<file path="src/rtl/muldiv_unit.sv">
// Iterative RV32M multiply/divide unit: one radix-2 step per cycle, fixed
// 32-step latency for every op; writes back through done/rd_out/result.
module muldiv_unit #(
   parameter int DATA_WIDTH = 32
) (
   input  logic                  clk,
   input  logic                  rst,
   input  logic                  start,
   input  logic [2:0]            op,
   input  logic [DATA_WIDTH-1:0] rs1,
   input  logic [DATA_WIDTH-1:0] rs2,
   input  logic [4:0]            rd_in,
   output logic                  busy,
   output logic                  done,
   output logic [DATA_WIDTH-1:0] result,
   output logic [4:0]            rd_out
);
   localparam int W = DATA_WIDTH;
   localparam logic [1:0] S_IDLE = 2'd0;
   localparam logic [1:0] S_CALC = 2'd1;
   localparam logic [1:0] S_DONE = 2'd2;
   localparam logic [5:0] LAST   = 6'(DATA_WIDTH - 1);

   logic [1:0]     state_q, state_d;
   logic [5:0]     cnt_q, cnt_d;
   logic [2:0]     op_q, op_d;
   logic           neg_q, neg_d;
   logic [W-1:0]   b_q, b_d;
   logic [2*W-1:0] acc_q, acc_d;
   logic           busy_q, busy_d;
   logic           done_q, done_d;
   logic [W-1:0]   result_q, result_d;
   logic [4:0]     rd_out_q, rd_out_d;

   logic           a_sgn_s, b_sgn_s, a_neg_s, b_neg_s, b_zero_s, neg_start_s;
   logic [W-1:0]   mag_a_s, mag_b_s;
   logic [W:0]     mul_sum_s, rem_sh_s;
   logic [W-1:0]   diff_s;
   logic           ge_s;
   logic [2*W-1:0] acc_nx_s, prod_fix_s;
   logic [W-1:0]   quot_fix_s, rem_fix_s, final_s;

   // Operand conditioning at capture: magnitudes plus the sign to apply at the end
   always_comb begin
      a_sgn_s = 1'b0;
      b_sgn_s = 1'b0;
      case (op)
         3'b001, 3'b100, 3'b110: begin
            a_sgn_s = 1'b1;
            b_sgn_s = 1'b1;
         end
         3'b010: a_sgn_s = 1'b1;
         default: begin
            a_sgn_s = 1'b0;
            b_sgn_s = 1'b0;
         end
      endcase
      a_neg_s  = a_sgn_s & rs1[W-1];
      b_neg_s  = b_sgn_s & rs2[W-1];
      b_zero_s = (rs2 == '0);
      mag_a_s  = a_neg_s ? -rs1 : rs1;
      mag_b_s  = b_neg_s ? -rs2 : rs2;
      // a zero divisor yields all-ones quotient, which must not be negated
      case (op)
         3'b001, 3'b010: neg_start_s = a_neg_s ^ b_neg_s;
         3'b100:         neg_start_s = (a_neg_s ^ b_neg_s) & ~b_zero_s;
         3'b110:         neg_start_s = a_neg_s;
         default:        neg_start_s = 1'b0;
      endcase
   end

   // One shift-add / restoring shift-subtract step and the final result selection
   always_comb begin
      mul_sum_s = {1'b0, acc_q[2*W-1:W]} + (acc_q[0] ? {1'b0, b_q} : {(W+1){1'b0}});
      rem_sh_s  = {acc_q[2*W-1:W], acc_q[W-1]};
      diff_s    = rem_sh_s[W-1:0] - b_q;
      ge_s      = (rem_sh_s >= {1'b0, b_q});
      if (op_q[2]) begin
         if (ge_s) begin
            acc_nx_s = {diff_s, acc_q[W-2:0], 1'b1};
         end else begin
            acc_nx_s = {rem_sh_s[W-1:0], acc_q[W-2:0], 1'b0};
         end
      end else begin
         acc_nx_s = {mul_sum_s, acc_q[W-1:1]};
      end
      prod_fix_s = neg_q ? -acc_nx_s : acc_nx_s;
      quot_fix_s = neg_q ? -acc_nx_s[W-1:0] : acc_nx_s[W-1:0];
      rem_fix_s  = neg_q ? -acc_nx_s[2*W-1:W] : acc_nx_s[2*W-1:W];
      case (op_q)
         3'b000:                 final_s = prod_fix_s[W-1:0];
         3'b001, 3'b010, 3'b011: final_s = prod_fix_s[2*W-1:W];
         3'b100, 3'b101:         final_s = quot_fix_s;
         3'b110, 3'b111:         final_s = rem_fix_s;
         default:                final_s = '0;
      endcase
   end

   // Control FSM: capture in IDLE, iterate in CALC, single-cycle DONE
   always_comb begin
      state_d  = state_q;
      cnt_d    = cnt_q;
      op_d     = op_q;
      neg_d    = neg_q;
      b_d      = b_q;
      acc_d    = acc_q;
      busy_d   = busy_q;
      done_d   = 1'b0;
      result_d = result_q;
      rd_out_d = rd_out_q;
      case (state_q)
         S_IDLE: begin
            if (start) begin
               state_d  = S_CALC;
               cnt_d    = 6'd0;
               op_d     = op;
               neg_d    = neg_start_s;
               b_d      = mag_b_s;
               acc_d    = {{W{1'b0}}, mag_a_s};
               rd_out_d = rd_in;
               busy_d   = 1'b1;
            end else begin
               busy_d   = 1'b0;
            end
         end
         S_CALC: begin
            acc_d = acc_nx_s;
            cnt_d = cnt_q + 6'd1;
            if (cnt_q == LAST) begin
               state_d  = S_DONE;
               result_d = final_s;
               done_d   = (rd_out_q != 5'd0);
            end else begin
               state_d  = S_CALC;
            end
         end
         S_DONE: begin
            state_d = S_IDLE;
            busy_d  = 1'b0;
         end
         default: begin
            state_d = S_IDLE;
            busy_d  = 1'b0;
         end
      endcase
   end

   // State and output registers with asynchronous reset
   always_ff @(posedge clk or posedge rst) begin
      if (rst) begin
         state_q  <= S_IDLE;
         cnt_q    <= 6'd0;
         op_q     <= 3'd0;
         neg_q    <= 1'b0;
         b_q      <= '0;
         acc_q    <= '0;
         busy_q   <= 1'b0;
         done_q   <= 1'b0;
         result_q <= '0;
         rd_out_q <= 5'd0;
      end else begin
         state_q  <= state_d;
         cnt_q    <= cnt_d;
         op_q     <= op_d;
         neg_q    <= neg_d;
         b_q      <= b_d;
         acc_q    <= acc_d;
         busy_q   <= busy_d;
         done_q   <= done_d;
         result_q <= result_d;
         rd_out_q <= rd_out_d;
      end
   end

   assign busy   = busy_q;
   assign done   = done_q;
   assign result = result_q;
   assign rd_out = rd_out_q;
endmodule

</file>
<file path="config.mk">
export PLATFORM = sky130hd
export DESIGN_NAME = muldiv_unit
export DESIGN_NICKNAME = d
export VERILOG_FILES = /design/src/rtl/muldiv_unit.sv
export SDC_FILE = /design/constraint.sdc
export NUM_CORES = 1
export LEC_CHECK = 0
export ABC_AREA = 0
export BUFFER_PORTS_ARGS = -buffer_cell sky130_fd_sc_hd__buf_2
export CORE_AREA = 2 2 168 170
export CTS_CLUSTER_DIAMETER = 40
export DETAILED_ROUTE_END_ITERATION = 16
export DIE_AREA = 0 0 170 172
export PLACE_DENSITY = 0.87
export SLEW_MARGIN = 25
export SYNTH_ARGS = -nofsm -noshare
export SYNTH_HDL_FRONTEND = slang
export SYNTH_SLANG_ARGS = --single-unit
</file>
<file path="constraint.sdc">
create_clock -name clk -period 5.2 [get_ports clk]
set_input_delay 0.52 -clock clk [delete_from_list [all_inputs] [get_ports clk]]
set_output_delay 0.52 -clock clk [all_outputs]
set_load 0.05 [all_outputs]
</file>
After elaboration in Yosys (flattened, before gate mapping)
Cells that the tools add are included.
{"block": "word_totals", "out_inout_bits": 39, "regBits": 147, "elab_cells": 75}
{"block": "classes", "reduce_logical": 14, "magnitude_cmp": 1, "bitwise": 5, "eq_ne": 14, "add_sub_neg": 8, "muxes": 23}
{"cell": "64-bit 2-to-1 mux", "count": 4}
{"cell": "32-bit 2-to-1 mux", "count": 5}
{"cell": "32-bit negation", "count": 4}
{"cell": "32-bit case mux with 4 select lines", "count": 1}
{"cell": "64-bit case mux with 2 select lines", "count": 1}
{"cell": "64-bit negation", "count": 1}
{"cell": "32-bit by 32-bit adder with 33-bit output", "count": 1}
{"cell": "33-bit by 32-bit greater-or-equal comparator with 1-bit output", "count": 1}
{"cell": "32-bit logical NOT", "count": 1}
{"cell": "32-bit subtractor", "count": 1}
{"cell": "3-bit == test (second input constant)", "count": 6}
{"cell": "6-bit case mux with 2 select lines", "count": 1}
{"cell": "3-bit by 2-bit == test with 1-bit output (second input constant)", "count": 3}
{"cell": "6-bit by 1-bit adder with 6-bit output (second input constant)", "count": 1}
{"cell": "3-bit by 1-bit == test with 1-bit output (second input constant)", "count": 2}
{"cell": "6-bit by 5-bit == test with 1-bit output (second input constant)", "count": 1}
{"cell": "6-bit 2-to-1 mux", "count": 1}
{"cell": "2-bit AND reduction", "count": 3}
{"cell": "2-bit OR reduction", "count": 3}
{"cell": "3-bit OR reduction", "count": 2}
{"cell": "1-bit 2-to-1 mux", "count": 5}
{"cell": "5-bit nonzero test", "count": 1}
{"cell": "2-bit 2-to-1 mux", "count": 2}
{"cell": "2-bit case mux with 2 select lines", "count": 1}
{"cell": "other kinds (11)", "count": 13}

Longest topological paths before layout
Gate-level depths: netlist of run 1.
{"block": "logic_depth", "word_depth": 7, "mapped_depth": 23, "depth_no_buf": 21}

Worst setup path after synthesis of run 1
Ideal clock, no wire load.
{"block": "synth_timing", "path_kind": "register to register", "start": "register op_q[2]", "end": "register result_q[10] (netlist: result[10])", "stages_incl_launch_ff": 22, "setup_time_ps": 65, "slack_ps": -185, "arrival_ps": 5319, "synth_period_minus_slack_ps": 5385, "path_cell_list": "dfrtp_1 -> buf_2 -> buf_2 -> buf_4 -> buf_2 -> buf_2 -> buf_2 -> buf_1 -> clkbuf_1 -> mux2_2 -> inv_1 -> ha_1 -> o211ai_1 -> or4_1 -> nor4_2 -> nand4_1 -> or2_2 -> or2_2 -> a21oi_1 -> o211ai_1 -> a2111oi_0 -> a211o_1"}
{"block": "synth_via", "elab_chain_cells": 4, "elab_cells_between_ends": 19, "classes_between": "add/sub (3); eq/ne (7); mux (5); reduce/logical (4)"}
{"element": "start: declaration", "line_no": "26", "rtl": "logic [2:0] op_q, op_d;"}
{"element": "start signal: assignment", "line_no": "164", "rtl": "op_q <= op_d;"}
{"element": "64-bit 2-to-1 mux", "line_no": "78", "rtl": "if (op_q[2]) begin"}
{"element": "64-bit negation, or another cell as far along", "line_no": "87", "rtl": "prod_fix_s = neg_q ? -acc_nx_s : acc_nx_s;"}
{"element": "64-bit 2-to-1 mux, or another cell as far along", "line_no": "87"}
{"element": "32-bit case mux with 4 select lines (*)", "line_no": "90", "rtl": "case (op_q)"}
{"element": "end signal: assignment", "line_no": "170", "rtl": "result_q <= result_d;"}
{"element": "end: declaration", "line_no": "32", "rtl": "logic [W-1:0] result_q, result_d;"}
Every way passes the cells marked *; elsewhere a longest branch is shown, timed or not.
A chain may end at the register's enable or synchronous reset.

Worst setup path after layout of run 1
{"block": "layout_timing", "start": "register acc_q[62]", "end": "register result_q[23] (netlist: result[23])"}
{"block": "layout_via", "elab_chain_cells": 6, "elab_cells_between_ends": 10, "classes_between": "add/sub (3); order compare (1); mux (6)"}
{"element": "start: declaration", "line_no": "29", "rtl": "logic [2*W-1:0] acc_q, acc_d;"}
{"element": "start signal: assignment", "line_no": "156", "rtl": "acc_q <= '0;"}
{"element": "start signal: assignment", "line_no": "167", "rtl": "acc_q <= acc_d;"}
{"element": "33-bit by 32-bit greater-or-equal comparator with 1-bit output (*)", "line_no": "77", "rtl": "ge_s = (rem_sh_s >= {1'b0, b_q});"}
{"element": "64-bit 2-to-1 mux (*)", "line_no": "79", "rtl": "if (ge_s) begin"}
{"element": "64-bit 2-to-1 mux (*)", "line_no": "78"}
{"element": "64-bit negation, or another cell as far along", "line_no": "87"}
{"element": "64-bit 2-to-1 mux, or another cell as far along", "line_no": "87"}
{"element": "32-bit case mux with 4 select lines (*)", "line_no": "90"}
Marked as above.

==> results of run 1 <==
==> flip-flops by register name, summed over array words and instances, names as in the netlist <==
| register | count |
|---|---|
| acc_q | 64 |
| b_q | 32 |
| result | 32 |
| cnt_q | 6 |
| rd_out | 5 |
| op_q | 3 |
| state_q | 2 |
| busy | 1 |
| done | 1 |
| neg_q | 1 |
==> synth_stat cells (16+ instances only) <==
cell type,count
nor2b_1,21
nand3_1,44
o21ai_0,141
nand2_1,183
or3_1,17
dfrtp_1,147
clkbuf_1,69
inv_1,65
a21oi_1,179
o211ai_1,16
a21o_1,44
buf_2,21
nor2_1,185
ha_1,69
mux2_2,24
nand4_1,22
xnor2_1,67
xor2_1,69
a22o_1,19
o31ai_1,19
and2_1,40
a31oi_1,26
nor3_1,54
nand2b_1,18
a22oi_1,23
mux2i_1,32
==> worst max path at each step <==
stage,from,to,cells after the start
global placement,acc_q[62]$_DFFE_PP0P_,result[23]$_DFFE_PP0P_,15
CTS,b_q[10]$_DFFE_PP0P_,result[28]$_DFFE_PP0P_,21
detailed placement,b_q[12]$_DFFE_PP0P_,result[28]$_DFFE_PP0P_,21
floorplan,op_q[2]$_DFFE_PP0P_,result[10]$_DFFE_PP0P_,21
finish,acc_q[62]$_DFFE_PP0P_,result[23]$_DFFE_PP0P_,15
global route,b_q[30]$_DFFE_PP0P_,result[28]$_DFFE_PP0P_,21
==> timing repair <==
action,4_1_cts,5_1_grt
endpoints found under the setup margin,0,18
buffers inserted,0,0
resized for setup,0,17
==> metrics by stage <==
| stage | worst slack (ns) | hold slack, ns | TNS [ns] | utilization | cell area, sq um |
|---|---|---|---|---|---|
| after global placement | 0.0774 | 0.462 | 0 | 0.582 | 16000 |
| after detailed placement | 0.0606 | 0.470 | 0 | 0.582 | 16000 |
| final | 0.209 | 0.273 | 0 | 0.607 | 16700 |
| after global routing | -0.0201 | 0.298 | -0.0201 | 0.607 | 16700 |
| after CTS | 0.0373 | 0.289 | 0 | 0.605 | 16600 |
| after floorplan | 0.0764 | 0.459 | 0 | - | 14900 |
==> kinds of logic (layout without fill, tap and decap cells) <==
logic type | Yosys count | count (layout)
AND/OR/NAND/NOR | 674 | 674
other | 0 | 1
multiplexers | 56 | 56
AO/OA/AOI/OAI | 648 | 648
flip-flops | 147 | 147
adder cells (fa/ha/maj) | 71 | 71
XOR/XNOR | 136 | 136
buffers and inverters | 176 | 290
==> per-layer routing <==
layer	vias to the layer above	routed length (um)
li1	7223	-
met1	7556	21500
met2	1018	23600
met3	195	5400
met4	0	2920
met5	-	0
==> worst max-delay path, delay by kind of cell, from the launching register on <==
| kind | cells | cell delay, ns |
|---|---|---|
| compound gates | 6 | 1.86 |
| xor+xnor | 1 | 0.13 |
| fa+ha+maj | 1 | 0.38 |
| buf+inv | 1 | 0.22 |
| flops | 1 | 0.42 |
| simple gates | 6 | 1.82 |
==> layout make-up <==
class                      instances  area [sq um]  share of cell area
multi-input combinational       1585         10500               0.631
sequential                       147          3680               0.221
timing repair buffer             190          1170              0.0701
tap                              346           433              0.0260
clock buffer                      17           425              0.0255
inverter                          68           260              0.0156
clock inverter                    15           189              0.0113
antenna                            1          2.50            0.000150
==> impl_metrics.ini, run 1 <==
[floorplan]
start_util = 0.541
fp.dieW_um = 170
num_rows = 61
ios = 114
die_h_um = 172
die_area_sq_um = 29200
core-area_sq_um = 27500

[place]
placed_cells = 2336
io_buffers = 113
dp_hpwl_mm = 39.6
gp_congestion = 1.07

[clock_network]
cts_buffers = 17
path_clk_slew_ns = 0.08
cts_tree = yes
cts_root_buf = clkbuf_16
cts-htree-levels = 4
clock_latency_ns = 0.46
clkSinkCount = 147
cts-hold-fix-buffers = 0
clockBufferDepth = 2

[worst_setup_path]
reg2reg_depth = 15
critical_path_required_ns = 5.52
cpMostUsedCell = nand3_1
endpoint_kind = flip-flop
timing.rr.end = result[23]$_DFFE_PP0P_
critical_path.cell_chain = ha_1 > nand3_1 > nor4_2 > nand3_1 > and3_4 > buf_4 > a31o_1 > a2bb2oi_1 > a2111o_1 > nor3_4 > nand3_1 > o41ai_2 > xnor2_1 > a221oi_1 > o21ai_1
path_class = flip-flop to flip-flop
regToRegStartpoint = acc_q[62]$_DFFE_PP0P_
worstPathArrival_ns = 5.31
reg2reg_slack_ns = 0.21
crit_slowest_cell = a2111o_1
cpPeakStageDelay_ns = 0.57
cp_max_fo = 14
critPathLaunchType = flip-flop

[status]
status = finished, final reports clean

[timing]
post-route-period-util = 0.960
final-hold-violation-count = 0
slew_viol_final = 0
worst_pin_slew_ns = 1.08
min_period_ns = 4.99
fmax_ghz = 0.200
max-slew-margin-rel = 0.275
setup-violations-final = 0
clock_skew_ns = 0.0197

[global_route]
use_met1 = 0.471
busiest_layer = met2
met2_usage = 0.568
met3_usage = 0.0854
antenna_found_initial = 1
grt_overflow_total = 0
grt_pass1_vias = 15000
grt_pass1_wl_mm = 82.7
grt_max_degree = 98
grt_usage = 0.364

[yosys]
synth_mux_area_frac = 0.0397
yosys-top-cells-area = dfrtp_1, a21oi_1, ha_1
synth_top_area_frac = 0.248
synth_xor_area_frac = 0.0802
ys_ff_latch = 147
netlist_area_sq_um = 14900
synth.largest_area_cell = dfrtp_1
ys.flop_type = dfrtp_1
synth_top_family_by_area = compound AO/OA/AOI/OAI gates
synth_compound_area_frac = 0.296
synthCells = 1908
avgSynthCellArea_sq_um = 7.79
synthAdderAreaFrac = 0.0608
yosys.area_share.simple = 0.226
synth_edf_count = 0
synth_seq_area_share = 0.248
syn_nets = 2054
synthArstFlopShare = 1.00
yosysUniqueCellTypes = 105
yosysWarnings = 0

[run]
cap_viol_max_count = 0

[worst_hold_path]
hold_class = input pin to asynchronous set/reset pin

[routing]
drt_pass1_iterations = 8
viasPerCell = 6.75
antenna_left = 0
wl_mm = 53.4
num_vias = 16000
drtIter0Drc = 1966
wl_per_cell_um = 22.5
drc_errors = 0

[finish]
final_cell_mix = nor2_1, nand2_1, a21oi_1
final_common_cell = nor2_1
fillers = 2490
instances_no_fill = 2369
layout.nets = 2155
drive_above_1_share = 0.169
syn2layout_area_growth_pct = 12.3
Power of run 1 is not shown: default switching activity piles up to over one toggle a cycle in this logic, so the estimate is an artifact.
==> run 2: changes to the inputs <==
--- a/config.mk
+++ b/config.mk
@@ -8,9 +8,10 @@
 export ABC_AREA = 0
 export BUFFER_PORTS_ARGS = -buffer_cell sky130_fd_sc_hd__buf_2
 export CORE_AREA = 2 2 168 170
-export CTS_CLUSTER_DIAMETER = 40
+export CTS_CLUSTER_DIAMETER = 120
 export DETAILED_ROUTE_END_ITERATION = 16
 export DIE_AREA = 0 0 170 172
+export MAX_ROUTING_LAYER = met4
 export PLACE_DENSITY = 0.87
 export SLEW_MARGIN = 25
 export SYNTH_ARGS = -nofsm -noshare
==> run 2 against run 1 <==
Against the previous run: core utilization down 0.12 points; non-clock buffer count up 6; sequential share of layout area about the same; die area unchanged; flip-flop and latch count unchanged; hold slack worse by 0.074 ns; via count about the same; clock skew down 0.0093 ns; clock-buffer cell count up 2; global-route usage up 0.82 points; cell area down 0.19%; critical endpoint unchanged; largest cell class unchanged.
==> impl_metrics.ini, run 2 (synthesized netlist as in run 1, its figures left out) <==
[status]
status = finished, final reports clean

[finish]
largest_reg_flops = 64
finalInstanceArea_sq_um = 16600
fillers = 2422
final_common_cell = nor2_1
syn2layout_area_growth_pct = 12.0
layout.nets = 2161
drive_above_1_share = 0.167
regMostFlops = acc_q
final_cell_mix = nor2_1, nand2_1, a21oi_1
instances_no_fill = 2374
antenna_cells = 0

[place]
place_area_sq_um = 16000
io_buffers = 113
dp_hpwl_mm = 39.7
gp_congestion = 1.09
placed_cells = 2342

[routing]
viasPerCell = 6.74
drtIter0Drc = 2089
antenna_left = 0
wl_per_cell_um = 22.2
wl_mm = 52.6
drt_pass1_iterations = 6
drc_errors = 0
num_vias = 16000

[global_route]
grt_overflow_total = 0
grt_pass1_wl_mm = 82.3
met3_usage = 0.0840
met2_usage = 0.572
busiest_layer = met2
use_met1 = 0.473
grt_max_degree = 102
antenna_found_initial = 0
grt_pass1_vias = 14900
grt_usage = 0.372

[clock_network]
path_clk_slew_ns = 0.07
clock_latency_ns = 0.46
cts_buffers = 17
cts-hold-fix-buffers = 0
cts_root_buf = clkbuf_16
cts-htree-levels = 4
cts_resized = 0
cts_setup_buffers = 0
clockBufferDepth = 2
cts_tree = yes
clkSinkCount = 147

[floorplan]
ios = 114
num_rows = 61
fp.dieW_um = 170
die_h_um = 172
start_util = 0.541
die_area_sq_um = 29200
core-area_sq_um = 27500

[worst_setup_path]
reg2reg_depth = 15
worstPathArrival_ns = 5.34
critPathLaunchType = flip-flop
cpPeakStageDelay_ns = 0.62
regToRegStartpoint = acc_q[61]$_DFFE_PP0P_
cp_max_fo = 14
timing.rr.end = result[23]$_DFFE_PP0P_
reg2reg_slack_ns = 0.18
critical_path.cell_chain = ha_1 > nand3_1 > nor4_1 > nand3_1 > and3_1 > buf_4 > a31o_1 > a2bb2oi_1 > a2111o_1 > nor3_4 > nand3_1 > o41ai_2 > xnor2_1 > a221oi_1 > o21ai_1
cpMostUsedCell = nand3_1
cp.depth = 15
endpoint_kind = flip-flop
setup.worst_path.start = acc_q[61]$_DFFE_PP0P_
critical_path_required_ns = 5.52
crit_buf_inv = 1
critical_path.top_delay_family = simple AND/OR/NAND/NOR gates
crit_slowest_cell = nor4_1
path_class = flip-flop to flip-flop
critPathCapture = result[23]$_DFFE_PP0P_

[timing]
max-slew-margin-rel = 0.339
clock_skew_ns = 0.0104
min_period_ns = 5.02
setup-violations-final = 0
fmax_ghz = 0.199
slew_viol_final = 0
worst_pin_slew_ns = 0.989
final-hold-violation-count = 0
setup_tns_ns = 0
post-route-period-util = 0.965

[run]
cap_viol_max_count = 0

[worst_hold_path]
hold_class = input pin to asynchronous set/reset pin
-- run 2: layout make-up --
class                           instances  area [sq um]  area share
Inverter                               68           263      0.0158
Clock buffer                           19           443      0.0266
Multi-Input combinational cell       1585         10500       0.630
Sequential cell                       147          3680       0.221
Timing Repair Buffer                  196          1200      0.0721
Clock inverter                         13           141     0.00849
Tap cell                              346           433      0.0260
-- run 2: per-stage QoR --
| step | utilization | worst slack (ns) | hold slack (ns) |
|---|---|---|---|
| floorplan | - | 0.0764 | 0.459 |
| global placement | 0.583 | 0.281 | 0.461 |
| detailed placement | 0.583 | 0.156 | 0.478 |
| CTS | 0.605 | 0.132 | 0.291 |
| global route | 0.606 | -0.0364 | 0.291 |
| finish | 0.606 | 0.181 | 0.198 |
-- run 2: worst min path at each step --
stage,startpoint,end,slack (ns),cells after the start
after floorplan,cnt_q[5]$_DFFE_PP0P_,cnt_q[5]$_DFFE_PP0P_,0.46,1
after global placement,result[18]$_DFFE_PP0P_,result[18]$_DFFE_PP0P_,0.46,2
after detailed placement,result[0]$_DFFE_PP0P_,result[0]$_DFFE_PP0P_,0.48,2
after CTS,rd_in[4],rd_out[4]$_DFFE_PP0P_,0.29,2
after global routing,rst,b_q[18]$_DFFE_PP0P_,0.29,2
final,rst,b_q[21]$_DFFE_PP0P_,0.20,2
-- run 2: per-layer routing --
layer / wire length (um) / part of all wire
met4: 2520 / 0.048
met2: 23600 / 0.45
met3: 5120 / 0.097
met1: 21400 / 0.41
met5: 0 / 0
Power of run 2 is left out for the same reason.
